[config.mk]
export PLATFORM = sky130hd
export DESIGN_NAME = fb_port_arbiter_flat
export DESIGN_NICKNAME = d
export VERILOG_FILES = /design/src/rtl/fb_port_arbiter_if.sv /design/src/rtl/fb_port_arbiter.sv /design/src/flat_wrapper.sv
export SDC_FILE = /design/constraint.sdc
export NUM_CORES = 1
export LEC_CHECK = 0
export ABC_AREA = 1
export ABC_CLOCK_PERIOD_IN_PS = 3800
export CAP_MARGIN = 10
export CORE_UTILIZATION = 53
export DETAILED_ROUTE_END_ITERATION = 10
export PLACE_DENSITY = 0.79
export REMOVE_ABC_BUFFERS = 1
export SYNTH_ARGS = -nofsm -noshare
export SYNTH_HDL_FRONTEND = slang
export SYNTH_SLANG_ARGS = --single-unit
[constraint.sdc]
create_clock -name clk -period 3.8 [get_ports clk]
set_input_delay 0.76 -clock clk [delete_from_list [all_inputs] [get_ports clk]]
set_output_delay 0.76 -clock clk [all_outputs]
set_load 0.02 [all_outputs]
[src/rtl/fb_port_arbiter_if.sv]
// rtl/fb_port_arbiter_if.sv - writer, scanner and RAM pins of the frame-buffer port arbiter
//
// Signals (directions as seen by the arbiter, modport slave):
//   wr_valid/wr_ready/wr_addr/wr_data : posted host pixel writes
//   rd_req/rd_addr/rd_gnt             : scanner read request and combinational grant
//   rd_valid/rd_data                  : scanner read return
//   ram_addr/ram_wdata/ram_we/ram_q   : single-port frame-buffer RAM
// The master modport is the environment side (writer, scanner and RAM).
interface fb_port_arbiter_if #(
   parameter int ADDR_W = 13,
   parameter int DATA_W = 16
);
   logic              wr_valid;
   logic              wr_ready;
   logic [ADDR_W-1:0] wr_addr;
   logic [DATA_W-1:0] wr_data;
   logic              rd_req;
   logic [ADDR_W-1:0] rd_addr;
   logic              rd_gnt;
   logic              rd_valid;
   logic [DATA_W-1:0] rd_data;
   logic [ADDR_W-1:0] ram_addr;
   logic [DATA_W-1:0] ram_wdata;
   logic              ram_we;
   logic [DATA_W-1:0] ram_q;

   modport slave (
      input  wr_valid, wr_addr, wr_data, rd_req, rd_addr, ram_q,
      output wr_ready, rd_gnt, rd_valid, rd_data, ram_addr, ram_wdata, ram_we
   );

   modport master (
      output wr_valid, wr_addr, wr_data, rd_req, rd_addr, ram_q,
      input  wr_ready, rd_gnt, rd_valid, rd_data, ram_addr, ram_wdata, ram_we
   );
endinterface

[src/rtl/fb_port_arbiter.sv]
// rtl/fb_port_arbiter.sv - shares one 8K x 16 frame-buffer RAM port between host writer and scan reader
//
// Ports:
//   clk       : system clock, rising edge
//   reset     : synchronous, active-high
//   bus       : fb_port_arbiter_if.slave (writer, scanner and RAM pins)
//   stall_cnt : saturating count of cycles the writer was back-pressured (FB_ARB_STATS_EN only)
//   max_fill  : peak write-FIFO occupancy since reset (FB_ARB_STATS_EN only)
// Optional statistics are built only when the macro FB_ARB_STATS_EN is defined.
module fb_port_arbiter #(
   parameter int ADDR_W        = 13,
   parameter int DATA_W        = 16,
   parameter int FIFO_DEPTH    = 4,
   parameter int MAX_RD_STREAK = 8,
   parameter int RAM_RD_LAT    = 1
) (
   input  logic                               clk,
   input  logic                               reset,
`ifdef FB_ARB_STATS_EN
   output logic [15:0]                        stall_cnt,
   output logic [$clog2(FIFO_DEPTH+1)-1:0]    max_fill,
`endif
   fb_port_arbiter_if.slave                   bus
);
   localparam int CNT_W  = $clog2(FIFO_DEPTH + 1);
   localparam int PTR_W  = $clog2(FIFO_DEPTH);
   localparam int STRK_W = $clog2(MAX_RD_STREAK + 1);

   typedef enum logic [1:0] {S_IDLE, S_RD, S_WR} state_t;

   logic [ADDR_W-1:0]     fifo_addr_q [FIFO_DEPTH];
   logic [DATA_W-1:0]     fifo_data_q [FIFO_DEPTH];
   logic [PTR_W-1:0]      wr_ptr_q, rd_ptr_q;
   logic [CNT_W-1:0]      count_q, count_d;
   logic [STRK_W-1:0]     streak_q, streak_d;
   state_t                state_q, state_d;
   logic [ADDR_W-1:0]     ram_addr_q, ram_addr_d;
   logic [DATA_W-1:0]     ram_wdata_q, ram_wdata_d;
   logic [RAM_RD_LAT-1:0] vld_q, vld_d;
   logic [DATA_W-1:0]     rd_data_q;
   logic                  fifo_empty, fifo_full;
   logic                  push, pop;
   logic                  rd_gnt, wr_gnt;

   assign fifo_empty   = (count_q == '0);
   assign fifo_full    = (count_q == CNT_W'(FIFO_DEPTH));
   // Full blocks the writer even if a pop happens this cycle, keeping wr_ready a pure flop decode.
   assign bus.wr_ready = ~reset & ~fifo_full;
   assign push         = bus.wr_valid & bus.wr_ready;
   assign pop          = wr_gnt;

   // Arbitration / next-state. The state records the grant type of this cycle;
   // it directly becomes the registered RAM write enable and read-pipe input.
   always_comb begin
      state_d     = S_IDLE;
      rd_gnt      = 1'b0;
      wr_gnt      = 1'b0;
      streak_d    = streak_q;
      ram_addr_d  = ram_addr_q;
      ram_wdata_d = ram_wdata_q;
      if (!reset) begin
         if (bus.rd_req && (fifo_empty || streak_q < STRK_W'(MAX_RD_STREAK))) begin
            rd_gnt     = 1'b1;
            state_d    = S_RD;
            ram_addr_d = bus.rd_addr;
         end else if (!fifo_empty) begin
            // Reached only with rd_req low or the read streak exhausted.
            wr_gnt      = 1'b1;
            state_d     = S_WR;
            ram_addr_d  = fifo_addr_q[rd_ptr_q];
            ram_wdata_d = fifo_data_q[rd_ptr_q];
         end
      end
      // The streak only matters while a write is waiting.
      if (wr_gnt || fifo_empty) begin
         streak_d = '0;
      end else if (rd_gnt) begin
         streak_d = streak_q + STRK_W'(1);
      end
   end

   always_comb begin
      count_d = count_q;
      case ({push, pop})
         2'b10:   count_d = count_q + CNT_W'(1);
         2'b01:   count_d = count_q - CNT_W'(1);
         default: count_d = count_q;
      endcase
   end

   // Read-valid shift pipe: stage 0 loads in the cycle after the grant.
   always_comb begin
      vld_d = RAM_RD_LAT'({vld_q, (state_q == S_RD)});
   end

   always_ff @(posedge clk) begin
      if (reset) begin
         state_q     <= S_IDLE;
         streak_q    <= '0;
         count_q     <= '0;
         wr_ptr_q    <= '0;
         rd_ptr_q    <= '0;
         ram_addr_q  <= '0;
         ram_wdata_q <= '0;
         vld_q       <= '0;
         rd_data_q   <= '0;
      end else begin
         state_q     <= state_d;
         streak_q    <= streak_d;
         count_q     <= count_d;
         ram_addr_q  <= ram_addr_d;
         ram_wdata_q <= ram_wdata_d;
         vld_q       <= vld_d;
         if (push) begin
            wr_ptr_q <= wr_ptr_q + PTR_W'(1);
         end
         if (pop) begin
            rd_ptr_q <= rd_ptr_q + PTR_W'(1);
         end
         if (vld_d[RAM_RD_LAT-1]) begin
            rd_data_q <= bus.ram_q;
         end
      end
   end

   // FIFO storage needs no reset; occupancy is tracked by count_q.
   always_ff @(posedge clk) begin
      if (push) begin
         fifo_addr_q[wr_ptr_q] <= bus.wr_addr;
         fifo_data_q[wr_ptr_q] <= bus.wr_data;
      end
   end

   assign bus.rd_gnt    = rd_gnt;
   assign bus.ram_we    = (state_q == S_WR);
   assign bus.ram_addr  = ram_addr_q;
   assign bus.ram_wdata = ram_wdata_q;
   assign bus.rd_valid  = vld_q[RAM_RD_LAT-1];
   assign bus.rd_data   = rd_data_q;

`ifdef FB_ARB_STATS_EN
   logic [15:0]      stall_cnt_q;
   logic [CNT_W-1:0] max_fill_q;

   always_ff @(posedge clk) begin
      if (reset) begin
         stall_cnt_q <= '0;
         max_fill_q  <= '0;
      end else begin
         if (bus.wr_valid && !bus.wr_ready && stall_cnt_q != 16'hFFFF) begin
            stall_cnt_q <= stall_cnt_q + 16'd1;
         end
         if (count_d > max_fill_q) begin
            max_fill_q <= count_d;
         end
      end
   end

   assign stall_cnt = stall_cnt_q;
   assign max_fill  = max_fill_q;
`endif
endmodule

[src/flat_wrapper.sv]
// flat-port wrapper written by rule: the top's interface ports become plain ports
module fb_port_arbiter_flat 
#(
   parameter int ADDR_W        = 13,
   parameter int DATA_W        = 16,
   parameter int FIFO_DEPTH    = 4,
   parameter int MAX_RD_STREAK = 8,
   parameter int RAM_RD_LAT    = 1
)
  (clk, reset, bus_wr_valid, bus_wr_addr, bus_wr_data, bus_rd_req, bus_rd_addr, bus_ram_q, bus_wr_ready, bus_rd_gnt, bus_rd_valid, bus_rd_data, bus_ram_addr, bus_ram_wdata, bus_ram_we);
  fb_port_arbiter_if #(.ADDR_W(ADDR_W), .DATA_W(DATA_W)) bus_i ();
  input  logic clk;
  input  logic reset;
  input wire logic [$bits(bus_i.wr_valid)-1:0] bus_wr_valid;
  input wire logic [$bits(bus_i.wr_addr)-1:0] bus_wr_addr;
  input wire logic [$bits(bus_i.wr_data)-1:0] bus_wr_data;
  input wire logic [$bits(bus_i.rd_req)-1:0] bus_rd_req;
  input wire logic [$bits(bus_i.rd_addr)-1:0] bus_rd_addr;
  input wire logic [$bits(bus_i.ram_q)-1:0] bus_ram_q;
  output wire logic [$bits(bus_i.wr_ready)-1:0] bus_wr_ready;
  output wire logic [$bits(bus_i.rd_gnt)-1:0] bus_rd_gnt;
  output wire logic [$bits(bus_i.rd_valid)-1:0] bus_rd_valid;
  output wire logic [$bits(bus_i.rd_data)-1:0] bus_rd_data;
  output wire logic [$bits(bus_i.ram_addr)-1:0] bus_ram_addr;
  output wire logic [$bits(bus_i.ram_wdata)-1:0] bus_ram_wdata;
  output wire logic [$bits(bus_i.ram_we)-1:0] bus_ram_we;
  assign bus_i.wr_valid = bus_wr_valid;
  assign bus_i.wr_addr = bus_wr_addr;
  assign bus_i.wr_data = bus_wr_data;
  assign bus_i.rd_req = bus_rd_req;
  assign bus_i.rd_addr = bus_rd_addr;
  assign bus_i.ram_q = bus_ram_q;
  assign bus_wr_ready = bus_i.wr_ready;
  assign bus_rd_gnt = bus_i.rd_gnt;
  assign bus_rd_valid = bus_i.rd_valid;
  assign bus_rd_data = bus_i.rd_data;
  assign bus_ram_addr = bus_i.ram_addr;
  assign bus_ram_wdata = bus_i.ram_wdata;
  assign bus_ram_we = bus_i.ram_we;
  fb_port_arbiter #(.ADDR_W(ADDR_W), .DATA_W(DATA_W), .FIFO_DEPTH(FIFO_DEPTH), .MAX_RD_STREAK(MAX_RD_STREAK), .RAM_RD_LAT(RAM_RD_LAT)) u_core (.clk(clk), .reset(reset), .bus(bus_i));
endmodule
==> key figures, run 1 <==
Clocking
  • Inserted Clock Buffers: 17
  • CTS resizes: 0
  • Buffer depth of the longest clock path: 2
  • Clock Pin Slew Worst Setup and Hold Paths: around 0.06 ns
  • Post-CTS Setup Inserts: 0
  • Clk Latency, worst-skew pair: approximately 0.42 ns
  • Root buffer cell: clkbuf_16
  • CTS hold repair buffers: 0
  • CTS sink count: between 150 and 200
  • CTS tree: done
  • H-tree Lvls: 4

Route
  • Drc violations: 0
  • DR pass1 iterations: 5
  • 1st-iter DRT viols: between 300 and 400
  • Drt wl/cell: 15.0 um
  • WL final: ~14 mm
  • DR vias/cell: about 5.2
  • Vias: around 4900
  • Antenna viol nets, final: 0

Power and ir drop
  • Lkg Pwr: 3.40 nW
  • Max IR drop VDD: roughly 0.35 mV
  • Cell area power density: 554 mW/mm^2

Logic synthesis
  • Synth Warn #: 0
  • Post-synthesis async set-or-reset flop share: 0%
  • Top cells by area, synth: edfxtp_1 (51%), dfxtp_1 (18%), nor2_1 (7.6%), o21ai_0 (5.9%), nand2_1 (4.7%)
  • Biggest area consumer among synthesized cells: edfxtp_1
  • Post-synth EDFFs: approximately 120
  • Post-synthesis sequential area ratio: around two thirds
  • Mapped Area: between 0.006 and 0.007 mm^2
  • Top cell type's share of synthesized area: 50.8%
  • Syn_area_per_cell: 10.5 um^2
  • Post-synth top cells: nor2_1 (139), edfxtp_1 (116), nand2_1 (85)
  • Most common cell in the netlist: nor2_1
  • Netlist cell types: 28
  • Post-Syn Instances: 653
  • Yosys reg bits: ~180
  • Most used DFF post-synth: edfxtp_1

STA
  • Final setup viols: 0
  • Tcrit/Tclk final: between 70% and 80%
  • Slew @ Worst Pin: between 0.7 and 0.8 ns
  • RSZ-0062 raised after global routing: no
  • Slew Viols, Final: 0
  • Final setup margin: roughly 0.80 ns
  • Crit path time final: between 2 and 3 ns
  • Hold Fails Final Rpt: 0
  • Layout Skew: between 0.01 and 0.015 ns
  • Achievable frequency: ~330 MHz
  • Slew headroom: 52.8%
  • Setup tns final: 0 ns

Setup path
  • Worst r2r path cells: 12
  • Critical path class: primary input to primary output
  • Worst path cell trace: clkdlybuf4s50_1 > nand2_4 > nor2_2 > clkdlybuf4s50_1
  • Bufs and invs on worst path: 2
  • Nature of the critical path startpoint: primary input
  • CP max-delay cell: clkdlybuf4s50_1
  • Critical Path Max Stage Delay: about 0.63 ns
  • Crit end category: primary output
  • CP Max Fanout: 6
  • Crit path max-delay family: buffers and inverters
  • Worst EP arrival: ~2.2 ns
  • Critical Path RT: roughly 3 ns
  • Critical path depth: 4
  • CP dominant cell by count: clkdlybuf4s50_1

GRT
  • Overflow after GRT: 0
  • GRT Util Overall: 22.8%
  • Vias in the first global route: 4842
  • Global-route wire length before repair: 22.9 mm
  • Pin count of the biggest net entering global routing: 52
  • Initial antenna violation count: 0

Min path
  • Hold Crit Depth: 1
  • Worst min path class: register to register

Floorplan
  • Ports: 111
  • Die height: around 120 um
  • DIE AREA: ~0.013 mm^2
  • Core Area: 0.0126 mm^2
  • Starting Density: a little over half
  • Cell Rows: about 40
  • Die W: roughly 120 um

Placement
  • Placed Cells: a little over 900
  • PortBufs: 110
  • DP Worst Slack: between 0.5 and 0.6 ns
  • GP Congestion: between 0.7 and 0.8
  • Post-detail-place hpwl: slightly above 9 mm
  • Post-Place Cell Area: 0.00815 mm^2

Outcome
  • Status: complete, no violations

Finish
  • Ant diodes: 0
  • Non-filler cells, final: 952
  • Final Util: ~70%
  • # fillers: 916
  • Final-stage net count: between 800 and 900
  • Post-route cell area: slightly below 0.009 mm^2
  • Share of cells above drive strength 1: under 10%
  • P&R area growth vs syn: 29.3%

Flow run
  • Maxcap violations: 0
## metrics by stage
| stage | hold slack [ns] | power (mW) |
|---|---|---|
| after detailed placement | 0.439 | 2.87 |
| after global placement | 0.426 | 2.85 |
| after global routing | 0.470 | 5.09 |
| after floorplan | 0.418 | 2.58 |
| after CTS | 0.447 | 4.94 |
| final | 0.451 | 4.91 |
## layout make-up
type	count	area, um^2	share of cell area (%)
sequential	177	4700	53.1
multi-input combinational	387	1800	20.3
timing repair buffer	123	1200	13.5
clock buffer	18	429	4.84
clock inverter	14	285	3.22
inverter	61	229	2.58
tap	172	215	2.43
## registers in the layout, indices dropped and copies added (netlist names), named ones only
register              cells
u_core.fifo_data_q       64
u_core.bus.ram_wdata     16
u_core.state_q            2
u_core.wr_ptr_q           2
u_core.rd_ptr_q           2
u_core.bus.ram_addr      13
u_core.bus.rd_data       16
u_core.bus.rd_valid       1
u_core.fifo_addr_q       52
u_core.streak_q           4
u_core.count_q            3
## report_power, final
| part | internal [mW] | switching [mW] | leakage (nW) |
|---|---|---|---|
| registers | 2.15 | 0.0455 | 1.56 |
| clock network | 1.37 | 0.702 | 0.342 |
| logic | 0.265 | 0.376 | 1.50 |
| total | 3.78 | 1.12 | 3.40 |
## cell usage in the layout, fill, tap and decap left out, types with 16 or more instances in the layout
cell | Yosys | layout
nor2_1 | 139 | 135
edfxtp_1 | 116 | 116
clkdlybuf4s50_1 | 0 | 110
nand2_1 | 85 | 85
o21ai_0 | 81 | 81
dfxtp_1 | 61 | 61
inv_1 | 56 | 56
nand3_1 | 36 | 36
clkbuf_16 | 0 | 17
o22ai_1 | 16 | 16
## per-layer routing
layer	vias up	global-route usage (%)	wire [um]	part of all wire (%)
met1	2300	27.7	5750	40
met5	-	0	0	0
met2	181	39.1	7330	51
met4	0	11.7	380	2.7
met3	32	4.50	840	5.9
li1	2404	-	-	-
## logic make-up (layout without fill, tap and decap cells)
family | Yosys count | in the layout | share of synthesized area (%)
AOI/OAI and AO/OA | 111 | 111 | 8.46
xor gates and xnor gates | 2 | 2 | 0.256
adders and majority gates | 7 | 7 | 1.39
buffers and inverters | 89 | 216 | 5.35
DFF | 177 | 177 | 68.7
and+or+nand+nor | 267 | 267 | 15.9
## worst reg2reg max path, delay by kind of cell (launching register included)
family | cells | cell delay (ns)
AND/OR/NAND/NOR | 6 | 0.75
buffers and inverters | 1 | 0.07
AO/OA/AOI/OAI | 3 | 0.39
flip-flops | 1 | 0.42
adder cells (fa/ha/maj) | 2 | 0.58
## path summary, 6_finish.rpt
| kind | slack [ns] | end | startpoint |
|---|---|---|---|
| min reg2reg | 0.45 | u_core.streak_q[0]$_SDFFE_PP0P_ | u_core.streak_q[0]$_SDFFE_PP0P_ |
| max reg2reg | 1.53 | u_core.count_q[2]$_SDFFE_PP0P_ | u_core.count_q[0]$_SDFFE_PP0P_ |
| min | 0.45 | u_core.streak_q[0]$_SDFFE_PP0P_ | u_core.streak_q[0]$_SDFFE_PP0P_ |
| max | 0.80 | bus_rd_gnt | bus_rd_req |
Note: power is estimated with default switching activity, not from simulation.
==> inputs of run 2 (changes only) <==
--- a/config.mk
+++ b/config.mk
@@ -6,11 +6,11 @@
 export NUM_CORES = 1
 export LEC_CHECK = 0
 export ABC_AREA = 1
-export ABC_CLOCK_PERIOD_IN_PS = 3800
+export ABC_CLOCK_PERIOD_IN_PS = 2750
 export CAP_MARGIN = 10
-export CORE_UTILIZATION = 53
+export CORE_UTILIZATION = 48
 export DETAILED_ROUTE_END_ITERATION = 10
-export PLACE_DENSITY = 0.79
+export PLACE_DENSITY = 0.76
 export REMOVE_ABC_BUFFERS = 1
 export SYNTH_ARGS = -nofsm -noshare
 export SYNTH_HDL_FRONTEND = slang
==> constraint.sdc (replaced) <==
create_clock -name clk -period 2.75 [get_ports clk]
set_input_delay 0.55 -clock clk [delete_from_list [all_inputs] [get_ports clk]]
set_output_delay 0.55 -clock clk [all_outputs]
set_load 0.02 [all_outputs]
==> run 2 against run 1 <==
  * Sequential power is 39% higher
  * Sequential cell count stayed put
  * Die area is 10% higher
  * Sequential share of layout area is 0.31 points higher
  * First-iteration DRC count is 10% lower
  * Hold slack better by 0.015 ns
  * Critical path depth is 1 lower
  * Register-to-register slack worse by 0.75 ns
  * Final cell count is 0.84% higher
  * Critical path type unchanged
  * Largest power group unchanged
  * Highest routed layer unchanged
==> key figures, run 2 (synthesized netlist as in run 1, its figures left out) <==
Power and ir drop
  • Psw: 1.56 mW (+39%)
  • Cell area power density: 718 mW/mm^2 (+30%)
  • Max IR drop VDD: 0.370 mV (+5.5%)
  • Sw Ratio: 24.6% (+1.7 points)
  • Clock Power Share: 37.9% (-4.3 points)
  • Sequential power share: 48.0% (+3.3 points)
  • Int Pwr: 4.77 mW (+26%)
  • Total Power: 6.33 mW (+29%)
  • Comb pwr share: 14.1% (+1.0 points)
  • Lkg Pwr: 3.34 nW (-1.7%)

Finish
  • Final-stage net count: 836 (unchanged)
  • Top Registers: u_core.fifo_data_q (64), u_core.fifo_addr_q (52)
  • Largest Register: u_core.fifo_data_q
  • Post-route cell area: 0.00881 mm^2 (-0.58%)
  • Most frequent cells in the layout: nor2_1 (135), edfxtp_1 (116), clkdlybuf4s50_1 (110), nand2_1 (85), o21ai_0 (81)
  • Commonest non-fill, non-tap cell in the layout: nor2_1
  • P&R area growth vs syn: 28.6%
  • Ant diodes: 0 (unchanged)
  • Final Util: 63.5% (-6.7 points)
  • Share of cells above drive strength 1: 7.44% (-0.26 points)
  • Max FFs per register: 64 (unchanged)

Clocking
  • Clock Pin Slew Worst Setup and Hold Paths: 0.06 ns (about the same)
  • Post-CTS Setup Inserts: 0 (unchanged)
  • Inserted Clock Buffers: 17 (unchanged)
  • Clk Latency, worst-skew pair: 0.43 ns (about the same)
  • H-tree Lvls: 4 (unchanged)
  • CTS resizes: 0 (unchanged)
  • CTS tree: done
  • CTS sink count: 177 (unchanged)
  • Buffer depth of the longest clock path: 2 (unchanged)
  • CTS hold repair buffers: 0 (unchanged)
  • Root buffer cell: clkbuf_16

Outcome
  • Status: complete, no violations

Floorplan
  • Die W: 121 um (+5.0%)
  • Starting Density: 49.4% (-4.9 points)
  • Die height: 121 um (+5.0%)
  • Core Area: 0.0139 mm^2 (+10%)
  • DIE AREA: 0.0148 mm^2 (+10%)
  • Cell Rows: 43 (+4.9%)
  • Ports: 111 (unchanged)

Route
  • WL final: 14.0 mm (-2.1%)
  • Drt wl/cell: 14.6 um (-2.9%)
  • Vias: 4886 (-0.63%)
  • DR vias/cell: 5.09 (-1.5%)
  • Drc violations: 0 (unchanged)
  • DR pass1 iterations: 5 (unchanged)
  • 1st-iter DRT viols: 342 (-10%)
  • Antenna viol nets, final: 0 (unchanged)

Setup path
  • Nature of the critical path startpoint: primary input
  • Crit end category: primary output
  • Critical path class: primary input to primary output
  • R2r startpoint: u_core.count_q[0]$_SDFFE_PP0P_
  • Setup crit start: reset
  • Critical Path RT: 2.20 ns (-0.84 ns)
  • Worst EP arrival: 2.06 ns (-0.18 ns)
  • CP Max Fanout: 8 (+2)

GRT
  • Initial antenna violation count: 0 (unchanged)
  • Overflow after GRT: 0 (unchanged)
  • Pin count of the biggest net entering global routing: 52 (unchanged)
  • GRT Util Overall: 19.8% (-3.0 points)
  • Vias in the first global route: 4649 (-4.0%)
  • Global-route wire length before repair: 22.0 mm (-3.6%)

STA
  • Slew @ Worst Pin: 0.667 ns (-0.0406 ns)
  • Layout Skew: 0.0116 ns (+0.0000735 ns)
  • Tcrit/Tclk final: a little over nine tenths
  • Hold Fails Final Rpt: 0 (unchanged)
  • Final setup viols: 0 (unchanged)
  • RSZ-0062 raised after global routing: no
  • Crit path time final: ~2.6 ns
  • Slew Viols, Final: 0 (unchanged)
  • Slew headroom: 55.5% (+2.7 points)
  • Achievable frequency: about 380 MHz
  • Hold_ws: 0.466 ns (+0.0149 ns)

Flow run
  • Maxcap violations: 0 (unchanged)

Placement
  • Post-detail-place hpwl: 8.72 mm (-4.4%)
  • Post-Place Cell Area: 0.00821 mm^2 (+0.83%)
  • GP Congestion: 0.775 (-0.56%)
  • PortBufs: 110 (unchanged)

Min path
  • HP Start: u_core.streak_q[0]$_SDFFE_PP0P_
  • Worst min path class: register to register
## run 2: cell types whose count changed in the layout (fill, tap and decap cells not counted), moves of 3 or more
| cell | delta |
|---|---|
| buf_4 | -3 |
| nor2_4 | +4 |
| bufinv_16 | -5 |
| buf_12 | +3 |
| nor2_2 | -4 |
| clkinvlp_4 | +3 |
## run 2: worst max-delay path: stages
cell and delay (ns):
clkdlybuf4s50_1 0.63, a21oi_1 0.25, clkdlybuf4s50_1 0.63
## run 2: power by group through the flow
stage | Combinational [mW] | Sequential, mW | Clock, mW
2_1_floorplan | 0.361 | 3.20 | 0
3_3_place_gp | 0.866 | 3.09 | 0
3_5_place_dp | 0.890 | 3.09 | 0
4_1_cts | 0.895 | 3.04 | 2.44
5_1_grt | 0.984 | 3.05 | 2.54
6_report | 0.890 | 3.04 | 2.40
## run 2: worst paths after layout
kind	to	slack, ns	depth (start not counted)
setup / recovery	bus_wr_ready	0.14	3
hold / removal	u_core.streak_q[0]$_SDFFE_PP0P_	0.47	1
setup reg to reg	u_core.count_q[2]$_SDFFE_PP0P_	0.78	12
hold reg to reg	u_core.streak_q[0]$_SDFFE_PP0P_	0.47	1
## run 2: layout make-up
cell class                 instances  area, um^2
fill                            1055        5070
clock buffer                      19         433
tap                              180         225
timing repair buffer             123        1240
inverter                          61         229
sequential                       177        4700
multi-input combinational        387        1820
clock inverter                    13         163
## run 2: routing by layer
layer	track usage (%)	vias to the layer above	part of all wire, %	wire length, um
met5	0	-	0	0
met4	9.10	0	1.4	202
met3	3.90	18	5.6	789
met2	33.7	159	49	6910
met1	24.3	2301	44	6090
li1	-	2408	-	-
## run 2: per-stage QoR
step,instances,setup TNS [ns],setup WS [ns]
final,960,0,0.140
after global routing,960,0,0.0788
after CTS,960,0,0.139
after detailed placement,928,0,0.129
after global placement,928,0,0.158
after floorplan,625,-22.87,-0.197
